### config.mk
export PLATFORM = sky130hd
export DESIGN_NAME = fifo_param_prog
export DESIGN_NICKNAME = d
export VERILOG_FILES = /design/src/rtl/fifo_param_prog.sv
export SDC_FILE = /design/constraint.sdc
export NUM_CORES = 1
export LEC_CHECK = 0
export CAP_MARGIN = 25
export CELL_PAD_IN_SITES_DETAIL_PLACEMENT = 0
export CELL_PAD_IN_SITES_GLOBAL_PLACEMENT = 1
export CORE_AREA = 2 2 113 115
export CTS_CLUSTER_SIZE = 40
export DETAILED_ROUTE_END_ITERATION = 7
export DIE_AREA = 0 0 115 117
export PLACE_DENSITY_LB_ADDON = 0.1
export SLEW_MARGIN = 10
export SYNTH_ARGS = -nofsm -noshare
export SYNTH_HDL_FRONTEND = slang
export SYNTH_SLANG_ARGS = --single-unit
### constraint.sdc
create_clock -name clk -period 2.9 [get_ports clk]
set_input_delay 0.435 -clock clk [delete_from_list [all_inputs] [get_ports clk]]
set_output_delay 0.435 -clock clk [all_outputs]
set_load 0.05 [all_outputs]
### src/rtl/fifo_param_prog.sv
// Parametrised lane FIFO with programmable almost-full/almost-empty thresholds,
// occupancy count, sticky error flag and a compile-time registered/FWFT read mode.
module fifo_param_prog #(
  parameter int DATA_SIZE = 10,
  parameter int MAIN_SIZE = 8,
  parameter int PTR_SIZE  = 3,
  parameter int FWFT      = 0
) (
  input  logic                 clk,
  input  logic                 reset,
  input  logic                 write,
  input  logic                 read,
  input  logic [DATA_SIZE-1:0] data_in_push,
  input  logic [PTR_SIZE:0]    umbral_alto,
  input  logic [PTR_SIZE:0]    umbral_bajo,
  input  logic                 err_clear,
  output logic [DATA_SIZE-1:0] data_out_pop,
  output logic                 valid_out,
  output logic                 almost_full,
  output logic                 almost_empty,
  output logic                 Fifo_full,
  output logic                 fifo_empty,
  output logic                 fifo_error,
  output logic [PTR_SIZE:0]    occupancy
);

  localparam logic [PTR_SIZE:0]   FULL_COUNT = (PTR_SIZE+1)'(MAIN_SIZE);
  localparam logic [PTR_SIZE:0]   OCC_ONE    = (PTR_SIZE+1)'(1);
  localparam logic [PTR_SIZE-1:0] PTR_ONE    = PTR_SIZE'(1);

  logic [DATA_SIZE-1:0] mem [MAIN_SIZE];
  logic [PTR_SIZE-1:0]  wr_ptr;
  logic [PTR_SIZE-1:0]  rd_ptr;
  logic                 rd_acc;
  logic                 wr_acc;
  logic                 overflow;
  logic                 underflow;

  // A full FIFO still takes a write when the same cycle frees a slot.
  assign rd_acc    = read & ~fifo_empty;
  assign wr_acc    = write & (~Fifo_full | rd_acc);
  assign overflow  = write & Fifo_full & ~rd_acc;
  assign underflow = read & fifo_empty;

  assign fifo_empty   = (occupancy == '0);
  assign Fifo_full    = (occupancy == FULL_COUNT);
  assign almost_full  = (occupancy >= umbral_alto);
  assign almost_empty = (occupancy <= umbral_bajo);

  always_ff @(posedge clk) begin
    if (!reset && wr_acc) begin
      mem[wr_ptr] <= data_in_push;
    end
  end

  always_ff @(posedge clk) begin
    if (reset) begin
      wr_ptr    <= '0;
      rd_ptr    <= '0;
      occupancy <= '0;
    end else begin
      if (wr_acc) begin
        wr_ptr <= wr_ptr + PTR_ONE;
      end
      if (rd_acc) begin
        rd_ptr <= rd_ptr + PTR_ONE;
      end
      if (wr_acc && !rd_acc) begin
        occupancy <= occupancy + OCC_ONE;
      end else if (rd_acc && !wr_acc) begin
        occupancy <= occupancy - OCC_ONE;
      end
    end
  end

  // A new error in the same cycle as err_clear keeps the flag set.
  always_ff @(posedge clk) begin
    if (reset) begin
      fifo_error <= 1'b0;
    end else if (overflow || underflow) begin
      fifo_error <= 1'b1;
    end else if (err_clear) begin
      fifo_error <= 1'b0;
    end
  end

  generate
    if (FWFT == 0) begin : g_registered
      logic [DATA_SIZE-1:0] rd_data;
      logic                 rd_valid;

      always_ff @(posedge clk) begin
        if (reset) begin
          rd_data  <= '0;
          rd_valid <= 1'b0;
        end else begin
          rd_valid <= rd_acc;
          if (rd_acc) begin
            rd_data <= mem[rd_ptr];
          end
        end
      end

      assign data_out_pop = rd_data;
      assign valid_out    = rd_valid;
    end else begin : g_fwft
      // Masked while empty so the output shows zero rather than stale memory.
      assign data_out_pop = fifo_empty ? '0 : mem[rd_ptr];
      assign valid_out    = ~fifo_empty;
    end
  endgenerate

endmodule

==> run metrics <==
status=completed; CP Buf/Inv Count=3; GRT overflow=0; Slowest cell on crit path=clkdlybuf4s50_1; Critical Path End Type=output port; RSZ-0062 raised after global routing=no; HP Class=reg -> reg; most common cell after layout, fill and taps aside=edfxtp_1; CTS clock-pin slew for the worst setup and hold paths=60 ps; Setup Viol. Count Final=0; CTS Buffer Depth=2; setup repair bufs after CTS=0; unique cell type count in the Yosys netlist=41; via count=2,375; Layout area overhead=25.3%; post-DP HPWL=5620 um; top sig layer=met4; r2r startpoint=occupancy[3]$_SDFFE_PP0P_; met1 wire length=3940 um; largest net degree at the start of global routing=28; CTS buffer count=9; hold path depth=2; number of synthesized register bits=102; post-synthesis sequential area ratio=67.5%; CTS root buf=clkbuf_16; Pwr Total=4680 uW; Post-synth top flop=edfxtp_1; fin nets=362; CP startpoint kind=primary input; CTS tree=built; Critical Path Fanout Max=2; Slew @ Worst Pin=610 ps; Async SR Flop Fraction=0%; Cells after Synth=259; Core Area=12,300 um^2; routed length per placed instance=18.0 um; number of flops mapped to enable cells by yosys=80; met3 WL post-DR=251 um; Syn Nets=296; DRT iter0 DRCs=131; CP delay by family, top=buffers and inverters; post-route ant nets=0; Power Density=885 nW/um^2; global-route wire length before repair=13,500 um; Met2 Wirelength=4350 um; most frequent cells in the layout=edfxtp_1, clkdlybuf4s50_1, nor2_1, buf_4, dfxtp_1; I/O pin total=43; die area=13,500 um^2; initial core utilization=34.2%; Slew headroom=59.3%; Sum Neg Setup Slack=0 ps; gr usage total=14.0%; Setup CP Type=in -> out; I/O Buffers=42; Leak Pwr=0.00184 uW; final wirelength=8640 um; Final Critical Period=2490 ps; worst clock skew=8.70 ps; CP max stage delay=450 ps; Avg Inst Size Synth=16.3 um^2; vias in the first global route=2,407; setup slack, reg-to-reg=440 ps; critical hold path startpoint=fifo_error$_SDFFE_PP0P_; Pre-antenna DRT Iters=4; antenna violations before repair=0; Die W=115 um; routability cong.=0.653; YS warnings=0; Post-Syn Area=4210 um^2; crit-path most repeated cell=o21a_1; CP Data Arrival Time=2050 ps; share of cells above drive strength 1=23.9%; max cap viols=0; CTS Sinks=102; WHS Endpoint=fifo_error$_SDFFE_PP0P_; CP Cell Sequence=clkdlybuf4s50_1 -> inv_1 -> ha_1 -> nor2b_1 -> o21a_1 -> o21a_1 -> o21ai_1 -> buf_12; Fmax=402 MHz; via/cell ratio=4.95; WP data required=2470 ps; worst vdd ir=556 uV; DRC Markers=0; FF-to-FF End=occupancy[3]$_SDFFE_PP0P_; post-cts sizing count=0; Post-CTS Hold Fix Bufs=0; Clock Latency Late Sink=340 ps; period utilisation layout=85.7%; Std-Cell Rows=41; n_diodes=0; reg2reg path depth=11; Hold Fails Final Rpt=0; max-slew violations=0; die height=117 um; H-tree depth=3
==> state kept, by name, summed over array words and instances (netlist names) <==
name          flops
mem              80
fifo_error        1
occupancy         4
valid_out         1
wr_ptr            3
rd_ptr            3
data_out_pop     10
==> worst max-delay path by stage <==
stage,start,endpoint,slack (ps),cells past startpoint
2_1_floorplan,occupancy[0]$_SDFFE_PP0P_,occupancy[3]$_SDFFE_PP0P_,170,10
3_3_place_gp,read,occupancy[3]$_SDFFE_PP0P_,120,11
3_5_place_dp,read,occupancy[3]$_SDFFE_PP0P_,90,11
4_1_cts,umbral_bajo[1],almost_empty,400,8
5_1_grt,occupancy[3]$_SDFFE_PP0P_,occupancy[3]$_SDFFE_PP0P_,210,11
6_report,umbral_bajo[1],almost_empty,410,8
==> cell type report <==
class                   count  area, um^2
clock inverters             4        71.3
multi-input cells         134        1270
inverters                  12        45.0
repair buffers             66         612
flip-flops and latches    102        2840
well taps                 150         188
clock buffers              12         246
fillers                  1131        7030
==> cell families after synthesis <==
| logic type | Yosys count | share of synthesized area [%] |
|---|---|---|
| fa+ha+maj | 14 | 4.34 |
| simple gates | 65 | 8.73 |
| buf+inv | 23 | 2.58 |
| mux | 22 | 11.2 |
| compound gates | 28 | 4.66 |
| xor+xnor | 5 | 1.04 |
| flops | 102 | 67.5 |
==> worst register-to-register path, delay by kind of cell (launching register included) <==
family          cells  cell delay (ps)
buf+inv             3              310
simple gates        1              260
compound gates      4              590
fa+ha+maj           2              450
mux                 1              340
flops               1              400
==> through the flow <==
step	hold WS (ps)	cell area, um^2	setup slack (ps)	utilization (%)	cells
after global routing	524	5280	214	42.9	480
after global placement	477	4950	117	40.2	463
after CTS	501	5280	399	42.9	480
after floorplan	502	4210	166	-	259
final	492	5280	414	42.9	480
after detailed placement	483	4960	93.9	40.3	464
==> power by group <==
group	internal [uW]	switching, uW
clock network	778	499
logic	692	924
registers	1700	81.7
total	3170	1500
==> cell usage after synthesis (2+ instances only) <==
master,number,share of area (%)
o22ai_1,9,1.3
a21oi_1,7,0.83
dfxtp_1,22,10
nor2_1,30,2.7
nor3_1,3,0.36
nand3b_1,2,0.36
mux4_2,20,11
buf_2,3,0.36
a21o_1,3,0.53
nand2_1,8,0.71
o21a_1,2,0.36
xnor2_1,3,0.62
nand2b_1,3,0.45
clkbuf_1,6,0.53
xor2_1,2,0.42
edfxtp_1,80,57
ha_1,13,3.9
inv_1,11,0.98
nor3_2,10,2.4
==> routing by layer <==
layer / vias up / global-route usage, %
li1: 1125 / -
met1: 1210 / 17.8
met2: 35 / 23.5
met3: 5 / 3.09
met4: 0 / 5.30
met5: - / 0
Note: power is estimated with default switching activity, not from simulation.
